<file path="src/rtl/bcd_serial_subtractor.sv">
// bcd_serial_subtractor
//   Digit-serial packed-BCD subtractor, diff = a - b, one decimal digit per
//   clock, least-significant digit first. A start/busy/done handshake allows
//   one operation in flight at a time. Results feed the 7-segment decoders.
//
//   Optional feature macro: BCD_SUB_SIGNMAG_EN
//     undefined : a < b yields the ten's complement with borrow_o = 1
//     defined   : a < b yields |a - b| with neg_o = 1 (extra FIX pass)
//
//   Ports
//     clk_i      clock, all state updates on posedge
//     reset_i    synchronous active-high reset
//     start_i    request, sampled only while idle
//     a_i, b_i   minuend / subtrahend, packed BCD, digit 0 in [3:0]
//     busy_o     high in every state except IDLE
//     done_o     one-cycle pulse, result valid
//     diff_o     result, packed BCD, held until the next done
//     borrow_o   final borrow out of the MSD, held with diff_o
//     invalid_o  an operand digit was > 9, held with diff_o
//     neg_o      (macro only) diff_o is a magnitude of a negative result
//
//   state  | meaning
//   IDLE   | waiting for start
//   SUB    | subtracting one digit per cycle
//   FIX    | (macro only) converting ten's complement to magnitude
//   DONE   | one-cycle result strobe

module bcd_serial_subtractor #(
  parameter int DIGITS = 2,
  localparam int W = 4 * DIGITS
) (
  input  logic         clk_i,
  input  logic         reset_i,
  input  logic         start_i,
  input  logic [W-1:0] a_i,
  input  logic [W-1:0] b_i,
  output logic         busy_o,
  output logic         done_o,
  output logic [W-1:0] diff_o,
  output logic         borrow_o,
  output logic         invalid_o
`ifdef BCD_SUB_SIGNMAG_EN
  ,
  output logic         neg_o
`endif
);

  localparam int IW = (DIGITS > 1) ? $clog2(DIGITS) : 1;

  typedef enum logic [1:0] {
    S_IDLE = 2'd0,
    S_SUB  = 2'd1,
    S_DONE = 2'd2
`ifdef BCD_SUB_SIGNMAG_EN
    ,
    S_FIX  = 2'd3
`endif
  } state_t;

  state_t         state_q, state_d;
  logic [W-1:0]   a_q, a_d, b_q, b_d, res_q, res_d;
  logic [IW-1:0]  idx_q, idx_d;
  logic           br_q, br_d;
  logic [W-1:0]   diff_q, diff_d;
  logic           borrow_q, borrow_d, invalid_q, invalid_d;
  logic           bad_digit;
  logic [4:0]     sub_r;
`ifdef BCD_SUB_SIGNMAG_EN
  logic           neg_q, neg_d;
  logic [4:0]     fix_r;
`endif

  // Returns {borrow_out, digit}; the 5-bit difference is negative exactly
  // when bit 4 is set, and adding 10 mod 16 restores a valid BCD digit.
  function automatic logic [4:0] digit_sub(input logic [3:0] x,
                                           input logic [3:0] y,
                                           input logic       bin);
    logic [4:0] t;
    t = {1'b0, x} - {1'b0, y} - {4'b0000, bin};
    if (t[4]) return {1'b1, t[3:0] + 4'd10};
    else      return {1'b0, t[3:0]};
  endfunction

  // New digits enter at the top so after DIGITS shifts digit 0 sits in [3:0].
  function automatic logic [W-1:0] shift_in(input logic [W-1:0] r,
                                            input logic [3:0]   d);
    return (r >> 4) | (W'(d) << (W - 4));
  endfunction

  always_comb begin
    bad_digit = 1'b0;
    for (int i = 0; i < DIGITS; i++) begin
      if (a_i[4*i +: 4] > 4'd9 || b_i[4*i +: 4] > 4'd9) bad_digit = 1'b1;
    end
  end

  assign sub_r = digit_sub(a_q[3:0], b_q[3:0], br_q);
`ifdef BCD_SUB_SIGNMAG_EN
  assign fix_r = digit_sub(4'd0, res_q[3:0], br_q);
`endif

  always_comb begin
    state_d   = state_q;
    a_d       = a_q;
    b_d       = b_q;
    res_d     = res_q;
    idx_d     = idx_q;
    br_d      = br_q;
    diff_d    = diff_q;
    borrow_d  = borrow_q;
    invalid_d = invalid_q;
`ifdef BCD_SUB_SIGNMAG_EN
    neg_d     = neg_q;
`endif
    case (state_q)
      S_IDLE: begin
        if (start_i) begin
          a_d   = a_i;
          b_d   = b_i;
          res_d = '0;
          idx_d = IW'(DIGITS - 1);
          br_d  = 1'b0;
          if (bad_digit) begin
            state_d   = S_DONE;
            diff_d    = '0;
            borrow_d  = 1'b0;
            invalid_d = 1'b1;
`ifdef BCD_SUB_SIGNMAG_EN
            neg_d     = 1'b0;
`endif
          end else begin
            state_d = S_SUB;
          end
        end
      end
      S_SUB: begin
        a_d   = a_q >> 4;
        b_d   = b_q >> 4;
        res_d = shift_in(res_q, sub_r[3:0]);
        br_d  = sub_r[4];
        idx_d = idx_q - 1'b1;
        if (idx_q == '0) begin
`ifdef BCD_SUB_SIGNMAG_EN
          if (sub_r[4]) begin
            state_d = S_FIX;
            idx_d   = IW'(DIGITS - 1);
            br_d    = 1'b0;
          end else begin
            state_d   = S_DONE;
            diff_d    = res_d;
            borrow_d  = 1'b0;
            invalid_d = 1'b0;
            neg_d     = 1'b0;
          end
`else
          state_d   = S_DONE;
          diff_d    = res_d;
          borrow_d  = sub_r[4];
          invalid_d = 1'b0;
`endif
        end
      end
`ifdef BCD_SUB_SIGNMAG_EN
      S_FIX: begin
        res_d = shift_in(res_q, fix_r[3:0]);
        br_d  = fix_r[4];
        idx_d = idx_q - 1'b1;
        if (idx_q == '0) begin
          state_d   = S_DONE;
          diff_d    = res_d;
          borrow_d  = 1'b1;
          invalid_d = 1'b0;
          neg_d     = 1'b1;
        end
      end
`endif
      S_DONE:  state_d = S_IDLE;
      default: state_d = S_IDLE;
    endcase
  end

  always_ff @(posedge clk_i) begin
    if (reset_i) begin
      state_q   <= S_IDLE;
      a_q       <= '0;
      b_q       <= '0;
      res_q     <= '0;
      idx_q     <= '0;
      br_q      <= 1'b0;
      diff_q    <= '0;
      borrow_q  <= 1'b0;
      invalid_q <= 1'b0;
`ifdef BCD_SUB_SIGNMAG_EN
      neg_q     <= 1'b0;
`endif
    end else begin
      state_q   <= state_d;
      a_q       <= a_d;
      b_q       <= b_d;
      res_q     <= res_d;
      idx_q     <= idx_d;
      br_q      <= br_d;
      diff_q    <= diff_d;
      borrow_q  <= borrow_d;
      invalid_q <= invalid_d;
`ifdef BCD_SUB_SIGNMAG_EN
      neg_q     <= neg_d;
`endif
    end
  end

  assign busy_o    = (state_q != S_IDLE);
  assign done_o    = (state_q == S_DONE);
  assign diff_o    = diff_q;
  assign borrow_o  = borrow_q;
  assign invalid_o = invalid_q;
`ifdef BCD_SUB_SIGNMAG_EN
  assign neg_o     = neg_q;
`endif

endmodule

</file>
<file path="config.mk">
export PLATFORM = sky130hd
export DESIGN_NAME = bcd_serial_subtractor
export DESIGN_NICKNAME = d
export VERILOG_FILES = /design/src/rtl/bcd_serial_subtractor.sv
export SDC_FILE = /design/constraint.sdc
export NUM_CORES = 1
export LEC_CHECK = 0
export ABC_AREA = 0
export CAP_MARGIN = 20
export CORE_AREA = 3 3 72 74
export DETAILED_ROUTE_END_ITERATION = 8
export DIE_AREA = 0 0 75 77
export MAX_ROUTING_LAYER = met4
export PLACE_DENSITY = 0.66
export SYNTH_ARGS = -nofsm -noshare
export SYNTH_HDL_FRONTEND = slang
export SYNTH_SLANG_ARGS = --single-unit
</file>
<file path="constraint.sdc">
create_clock -name clk_i -period 7.1 [get_ports clk_i]
set_input_delay 2.13 -clock clk_i [delete_from_list [all_inputs] [get_ports clk_i]]
set_output_delay 2.13 -clock clk_i [all_outputs]
set_load 0.02 [all_outputs]
</file>
==> results of run 1 <==
[flip-flops by register name (all words and copies together), names as in the netlist]
name	cells
res_q	4
invalid_o	1
a_q	8
b_q	8
state_q	2
idx_q	1
borrow_o	1
diff_o	8
br_q	1
[critical path, delay by kind of cell, from the launching register on]
kind	cells	cell delay (ns)
buf+inv	1	0.60
simple gates	1	0.24
flops	1	0.80
[synthesized netlist by cell type (2+ instances only)]
master | number | area share, %
inv_1 | 9 | 1.9
a211oi_1 | 5 | 2.1
o21ai_1 | 2 | 0.55
nand4b_1 | 3 | 1.4
mux2i_1 | 2 | 1.1
buf_1 | 2 | 0.41
a22oi_1 | 9 | 3.7
ha_1 | 7 | 4.8
clkbuf_1 | 6 | 1.2
dfxtp_1 | 34 | 37
o21ai_0 | 6 | 1.6
xnor2_1 | 2 | 0.96
nor3_1 | 6 | 1.6
nand2_1 | 6 | 1.2
nand3b_1 | 4 | 1.6
fa_1 | 2 | 2.2
a22o_1 | 3 | 1.4
nand2b_1 | 6 | 2.1
o31ai_1 | 2 | 0.82
buf_2 | 5 | 1.4
or2_2 | 2 | 0.69
nor2b_1 | 12 | 4.1
a21oi_1 | 21 | 5.8
nor2_1 | 47 | 9.7
[worst paths after layout]
check / from / to / cells past startpoint
worst max-delay path: state_q[1]$_SDFFE_PP0P_ / busy_o / 2
worst min-delay path: diff_o[5]$_SDFFE_PP0P_ / diff_o[5]$_SDFFE_PP0P_ / 2
worst max register to register: b_q[0]$_SDFFE_PP0P_ / res_q[6]$_SDFFE_PP0P_ / 11
worst min register to register: diff_o[5]$_SDFFE_PP0P_ / diff_o[5]$_SDFFE_PP0P_ / 2
[placed cells by master, fill, tap and decap left out, drive strengths merged, types with 3 or more instances in the layout]
cell type,netlist,final
nand2b,7,7
a22oi,9,9
a22o,3,3
inv,9,9
o21ai,8,8
clkbuf,6,5
nor3,6,6
dfxtp,34,34
or2,3,3
nand3b,4,4
nor2,47,47
ha,7,7
nand4b,3,3
clkdlybuf4s50,0,30
nor2b,12,12
a211oi,5,5
a21oi,22,22
nand2,6,6
[per-stage QoR]
step | cell area, um2 | hold WS, ns
2_1_floorplan | 1830 | 0.443
3_3_place_gp | 2140 | 0.445
3_5_place_dp | 2140 | 0.449
4_1_cts | 2220 | 0.458
5_1_grt | 2220 | 0.481
6_report | 2220 | 0.455
[report_power, final]
part | internal [mW] | switching, mW | leakage [nW]
clock network | 0.0657 | 0.0678 | 0.0438
logic | 0.0624 | 0.0668 | 0.562
registers | 0.201 | 0.00936 | 0.278
[cell families (layout without fill, tap and decap cells)]
family | after synthesis | after routing | synth area share (%)
xor gates and xnor gates | 4 | 4 | 2.67
AOI/OAI and AO/OA | 56 | 56 | 20.2
adders and majority gates | 9 | 9 | 6.99
muxes | 2 | 2 | 1.10
and+or+nand+nor | 95 | 95 | 26.3
buffers and inverters | 23 | 48 | 5.48
DFF | 34 | 34 | 37.3
[per-layer routing]
layer / global-route usage [%] / part of all wire [%]
met1: 20.2 / 50
met2: 21.7 / 44
met3: 4.19 / 5.1
met4: 5.16 / 1.4
met5: - / 0
[area by class of cell]
class	count	share of cell area [%]
multi-input cells	166	47.0
repair buffers	32	14.2
flip-flops and latches	34	30.6
inverters	9	1.52
clock buffers	5	3.10
well taps	54	3.04
clock inverters	2	0.451
==> results.toml, run 1 <==
[timing]
rsz0062_at_grt = "false"
fmax_mhz = 246
worst_clock_skew_ns = 0.00346
relSlewSlack_pct = 44.4
finalSetupTns_ns = 0
setup_viol = 0
finalCriticalPeriod_ns = 4.06
period_share_pct = 57.2
tightest_slew_ns = 0.829
slew_viol_final = 0
hold_viol = 0
fin_ws_ns = 3.04

[grt]
grt_start_max_net_pins = 38
first_global_vias = 1494
grt_usage_pct = 15.1
grt_pass1_wl_um = 6690
overflow = 0
antenna_found_initial = 0

[finish]
syn2layout_area_growth_pct = 21.7
multiInputGateArea_um2 = 1040
fin_cells = 302
layout.nets = 276
diodes = 0
fillers = 453
drive_gt1_share_pct = 6.85
layout.area.seq_um2 = 681
fin_util_pct = 47.7

[setup_path]
cp_slowest_cell = "dfxtp_1"
cp_slowest_stage_delay_ns = 0.80
critPathLaunchType = "flop"
crit_path_end_kind = "output port"
cp.arrival_ns = 1.93
cp_max_fo = 24
crit_type = "flop to output port"
worstPathRequired_ns = 4.97
crit_path_cell_trace = "or2_2 -> clkdlybuf4s50_1"
rrSetupSlack_ns = 4.53

[outcome]
status = "completed"

[floorplan]
fp.dieW_um = 75
start_util_pct = 39.2
core_um2 = 4660
std_cell_rows = 25
ios = 31
dieArea_um2 = 5780
dieHeight_um = 77

[clocking]
ctsRootBufferMaster = "clkbuf_8"
cts-resized-gates = 0
numCtsBuffers = 5
path_clk_slew_ns = 0.07
clk_latency_ns = 0.28
cts_hold_buf = 0
cts_sinks = 34
clk_path_buf_depth = 2
htreeDepth = 2
cts_tree = "done"
cts_setup_buffers = 0

[logic_synthesis]
synthCells = 223
ys_warn_count = 0
synth_edf_count = 0
netlist_area_um2 = 1830
ys_seq_area_share_pct = 37.3
synth_flop_cell = "dfxtp_1"
synth-async-reset-ratio_pct = 0
synth_cell_types = 44
synth.ff_latch_count = 34
syn_avg_cell_area_um2 = 8.19
syn-num-nets = 251

[power]
power.total_mw = 0.473
p_leak_nw = 0.884
ir_worst_vdd_v = 0.000117
p_per_area_nw_per_um2 = 213

[drt]
drt_first_iter_violations = 59
detail-route-antenna-nets = 0
via_per_inst = 5.09
wl_per_cell_um = 12.5
dr.pass1.iters = 5
drt-total-wl_um = 3790
drc = 0
vias = 1538

[placement]
dpl.hpwl_um = 2740
io_buffer_count = 30
place_congestion = 0.746
place_ws_ns = 2.98
place_inst = 295

[worst_hold_path]
hold_path.class = "flop to flop"

[run]
max_cap_viol_count = 0
(Power assumes the default switching activity.)
==> run 2: changes to the inputs <==
--- a/config.mk
+++ b/config.mk
@@ -11,7 +11,7 @@
 export DETAILED_ROUTE_END_ITERATION = 8
 export DIE_AREA = 0 0 75 77
 export MAX_ROUTING_LAYER = met4
-export PLACE_DENSITY = 0.66
+export PLACE_DENSITY = 0.68
 export SYNTH_ARGS = -nofsm -noshare
 export SYNTH_HDL_FRONTEND = slang
 export SYNTH_SLANG_ARGS = --single-unit
==> constraint.sdc (replaced) <==
create_clock -name clk_i -period 3.7 [get_ports clk_i]
set_input_delay 1.11 -clock clk_i [delete_from_list [all_inputs] [get_ports clk_i]]
set_output_delay 1.11 -clock clk_i [all_outputs]
set_load 0.02 [all_outputs]
==> run 2 against run 1 <==
Final cell count grew 0.99%; final area up 3.5%; highest routed layer unchanged; sequential power increased by 90%; largest cell class unchanged.
==> results.toml, run 2 (synthesized netlist as in run 1, its figures left out) <==
[drt]
detail-route-antenna-nets = 0
drt-total-wl_um = 3940
via_per_inst = 5.18
vias = 1579
wl_per_cell_um = 12.9
drt_first_iter_violations = 28
drc = 0
dr.pass1.iters = 4

[timing]
fmax_mhz = 350
slew_viol_final = 0
tightest_slew_ns = 0.888
finalSetupTns_ns = 0
hold_viol = 0
finalCriticalPeriod_ns = 2.86
rsz0062_at_grt = "false"
relSlewSlack_pct = 40.6
holdWs_ns = 0.459
period_share_pct = 77.2
worst_clock_skew_ns = 0.00910
setup_viol = 0

[power]
p_per_area_nw_per_um2 = 469
ir_worst_vdd_v = 0.000265
p_leak_nw = 0.921

[clocking]
numCtsBuffers = 5
cts_tree = "done"
path_clk_slew_ns = 0.07
clk_path_buf_depth = 2
cts_setup_buffers = 0
cts-resized-gates = 0
htreeDepth = 2
cts_hold_buf = 0
ctsRootBufferMaster = "clkbuf_8"
cts_sinks = 34
clk_latency_ns = 0.29

[grt]
grt_pass1_wl_um = 6800
first_global_vias = 1500
grt_usage_pct = 15.5
antenna_found_initial = 0
overflow = 0
grt_start_max_net_pins = 27

[finish]
mostFrequentLayoutCells = "nor2_1, dfxtp_1, clkdlybuf4s50_1"
fin_cells = 305
multiInputGateArea_um2 = 1040
diodes = 0
layout.nets = 278
fillers = 451
syn2layout_area_growth_pct = 26.0
layout.area.seq_um2 = 681
drive_gt1_share_pct = 7.97
layout_commonest_cell = "nor2_1"

[run]
max_cap_viol_count = 0

[floorplan]
fp.dieW_um = 75
core_um2 = 4660
start_util_pct = 39.2
dieHeight_um = 77
dieArea_um2 = 5780
std_cell_rows = 25
ios = 31

[placement]
io_buffer_count = 30
place_congestion = 0.761
dpl.hpwl_um = 2910
place_inst = 297

[setup_path]
cp_max_fo = 12
crit_path_end_kind = "flop"
crit_type = "input pin to flop"
critPathLaunchType = "input pin"
cp.arrival_ns = 3.00
worstPathRequired_ns = 3.84

[worst_hold_path]
hold_path.class = "flop to flop"

[outcome]
status = "completed"
run 2: cell types whose count changed in the layout (fill, tap and decap cells not counted):
cell / delta
bufinv_16: +2
buf_4: +2
clkinv_2: -2
clkbuf_8: +1
run 2: path summary, 6_finish.rpt:
| check | startpoint | end | slack, ns | cells past startpoint |
|---|---|---|---|---|
| hold / removal | diff_o[0]$_SDFFE_PP0P_ | diff_o[0]$_SDFFE_PP0P_ | 0.46 | 2 |
| setup reg to reg | b_q[0]$_SDFFE_PP0P_ | res_q[6]$_SDFFE_PP0P_ | 1.08 | 11 |
| hold reg to reg | diff_o[0]$_SDFFE_PP0P_ | diff_o[0]$_SDFFE_PP0P_ | 0.46 | 2 |
| setup / recovery | b_i[2] | diff_o[4]$_SDFFE_PP0P_ | 0.84 | 6 |
run 2: critical path, stage by stage:
cell and delay [ns]:
clkdlybuf4s50_1 0.42, o21ai_0 0.27, nand4_1 0.19, o21ai_1 0.69, mux2i_1 0.26, nor2_1 0.05
run 2: where the power goes:
group	internal [mW]	leakage [nW]	switching, mW
logic	0.122	0.572	0.134
registers	0.386	0.278	0.0143
clock network	0.287	0.0714	0.135
total	0.795	0.921	0.284
run 2: layer usage:
metal | part of all wire, % | GRT usage [%]
met1 | 48 | 19.8
met2 | 46 | 23.4
met3 | 4.2 | 3.54
met4 | 1.3 | 5.87
met5 | 0 | -
run 2: stage by stage:
stage	utilization [%]	instance area, um2	total power [mW]	setup WS, ns
finish	49.3	2300	1.08	0.843
global route	49.3	2300	1.14	0.688
CTS	49.3	2300	1.09	0.853
detailed placement	46.3	2160	0.665	0.546
global placement	46.3	2160	0.661	0.527
floorplan	-	1830	0.596	1.30
run 2: final cells by class:
class                   instances  share of cell area, %
inverters                       9                   1.47
clock buffers                   6                   3.59
repair buffers                 34                   14.4
clock inverters                 2                   2.61
flip-flops and latches         34                   29.6
multi-input cells             166                   45.4
well taps                      54                   2.94
==> run 3: changes to the inputs <==
--- a/config.mk
+++ b/config.mk
@@ -11,7 +11,7 @@
 export DETAILED_ROUTE_END_ITERATION = 8
 export DIE_AREA = 0 0 75 77
 export MAX_ROUTING_LAYER = met4
-export PLACE_DENSITY = 0.68
+export PLACE_DENSITY = 0.66
 export SYNTH_ARGS = -nofsm -noshare
 export SYNTH_HDL_FRONTEND = slang
 export SYNTH_SLANG_ARGS = --single-unit
==> constraint.sdc (replaced) <==
create_clock -name clk_i -period 2.75 [get_ports clk_i]
set_input_delay 0.825 -clock clk_i [delete_from_list [all_inputs] [get_ports clk_i]]
set_output_delay 0.825 -clock clk_i [all_outputs]
set_load 0.02 [all_outputs]
==> run 3 against run 2 <==
Clock skew decreased by 0.0051 ns; global-route usage down 0.66 points; non-clock buffer count grew 2; worst hold slack got worse by 0.0054 ns; final cell count rose by 0.33%; register-to-register slack got worse by 0.87 ns; critical path depth rose by 5; die area unchanged; worst setup slack got worse by 0.63 ns.
==> results.toml, run 3 (synthesized netlist as in run 1, its figures left out) <==
[power]
ir_worst_vdd_v = 0.000334
combinationalPowerShare_pct = 29.0
p_switching_mw = 0.378
p_leak_nw = 0.906
switching_share_pct = 30.5
clkPwrFrac_pct = 27.6
power.total_mw = 1.24
seqPwrFrac_pct = 43.5
p_per_area_nw_per_um2 = 548
p_int_mw = 0.863

[setup_path]
crit_path_cell_trace = "inv_1 -> fa_1 -> fa_1 -> nand2b_1 -> nand2_1 -> ha_1 -> nand2_1 -> o21ai_0 -> o21a_1 -> a2111oi_4 -> o32ai_1"
critical_path.startpoint = "b_q[0]$_SDFFE_PP0P_"
crit_family = "adder cells"
critPathBufInv = 1
rrSetupSlack_ns = 0.21
cp_slowest_stage_delay_ns = 0.44
reg2reg_from = "b_q[0]$_SDFFE_PP0P_"
ff2ff_path_depth = 11
crit_type = "flop to flop"
crit_path_end_kind = "flop"
cp_max_fo = 3
cp_slowest_cell = "fa_1"
worstReg2RegEnd = "res_q[6]$_SDFFE_PP0P_"
worstPathRequired_ns = 2.90
cp.arrival_ns = 2.69
critPathLaunchType = "flop"

[timing]
relSlewSlack_pct = 71.1
fmax_mhz = 394
slew_viol_final = 0
finalSetupTns_ns = 0
finalCriticalPeriod_ns = 2.54
period_share_pct = 92.3
worst_clock_skew_ns = 0.00397
hold_viol = 0
rsz0062_at_grt = "false"
setup_viol = 0
tightest_slew_ns = 0.434

[clocking]
cts_hold_buf = 0
htreeDepth = 2
cts-resized-gates = 0
cts_sinks = 34
numCtsBuffers = 5
clk_path_buf_depth = 2
path_clk_slew_ns = 0.07
clk_latency_ns = 0.28
cts_setup_buffers = 0
cts_tree = "done"
ctsRootBufferMaster = "clkbuf_8"

[grt]
antenna_found_initial = 0
grt_usage_pct = 14.8
overflow = 0
grt_pass1_wl_um = 6520
first_global_vias = 1425
grt_start_max_net_pins = 21

[finish]
layout.area.seq_um2 = 681
diodes = 0
fin_util_pct = 48.6
multiInputGateArea_um2 = 1060
final_area_um2 = 2260
mostFrequentLayoutCells = "nor2_1, dfxtp_1, clkdlybuf4s50_1"
fillers = 455
drive_gt1_share_pct = 8.33
layout.nets = 280
fin_cells = 306
syn2layout_area_growth_pct = 24.0
layout_commonest_cell = "nor2_1"

[placement]
placed_area_um2 = 2170
dpl.hpwl_um = 2890
place_congestion = 0.766
place_inst = 299
io_buffer_count = 30

[floorplan]
dieHeight_um = 77
start_util_pct = 39.2
ios = 31
std_cell_rows = 25
core_um2 = 4660
dieArea_um2 = 5780
fp.dieW_um = 75

[worst_hold_path]
min_to = "diff_o[3]$_SDFFE_PP0P_"
hold_path.class = "flop to flop"
hold_depth = 2
hp-start = "diff_o[3]$_SDFFE_PP0P_"

[drt]
via_per_inst = 5.14
drt_first_iter_violations = 80
drt-total-wl_um = 3950
detail-route-antenna-nets = 0
drc = 0
wl_per_cell_um = 12.9
vias = 1573
dr.pass1.iters = 4

[run]
max_cap_viol_count = 0

[outcome]
status = "completed"
[run 3: worst max path at each step]
| stage | depth (start not counted) | to | slack [ns] |
|---|---|---|---|
| after global routing | 11 | diff_o[6]$_SDFFE_PP0P_ | 0.003 |
| after CTS | 11 | res_q[6]$_SDFFE_PP0P_ | 0.14 |
| after detailed placement | 11 | res_q[6]$_SDFFE_PP0P_ | 0.14 |
| after floorplan | 11 | res_q[6]$_SDFFE_PP0P_ | 0.42 |
| after global placement | 11 | res_q[6]$_SDFFE_PP0P_ | 0.16 |
| final | 11 | res_q[6]$_SDFFE_PP0P_ | 0.21 |
[run 3: metal layers]
| layer | up-vias | global-route usage (%) | routed length [um] |
|---|---|---|---|
| li1 | 824 | - | - |
| met1 | 728 | 20.6 | 2030 |
| met2 | 19 | 21.0 | 1810 |
| met3 | 2 | 4.33 | 88 |
| met4 | 0 | 3.74 | 15 |
| met5 | - | - | 0 |
[run 3: area by class of cell]
| type | count | share of cell area, % |
|---|---|---|
| inverter | 9 | 1.49 |
| timing repair buffer | 36 | 15.3 |
| tap | 54 | 2.99 |
| sequential | 34 | 30.1 |
| multi-input combinational | 166 | 46.7 |
| clock buffer | 5 | 3.04 |
| clock inverter | 2 | 0.442 |
[run 3: through the flow]
stage	hold slack [ns]	worst slack, ns
floorplan	0.443	0.415
global placement	0.444	0.164
detailed placement	0.448	0.140
CTS	0.458	0.137
global route	0.479	0.00347
finish	0.454	0.211
[run 3: power groups by stage]
stage                     Combinational, mW  Clock, mW  Sequential [mW]
after global routing                  0.399      0.382            0.543
after detailed placement              0.347          0            0.550
after global placement                0.342          0            0.550
after CTS                             0.349      0.357            0.539
after floorplan                       0.255          0            0.547
final                                 0.359      0.342            0.539
[run 3: worst reg2reg max path: stages (launching register included)]
cell       delay (ns)
dfxtp_1          0.31
inv_1            0.06
fa_1             0.44
fa_1             0.41
nand2b_1         0.12
nand2_1          0.07
ha_1             0.34
nand2_1          0.07
o21ai_0          0.07
o21a_1           0.14
a2111oi_4        0.24
o32ai_1          0.14
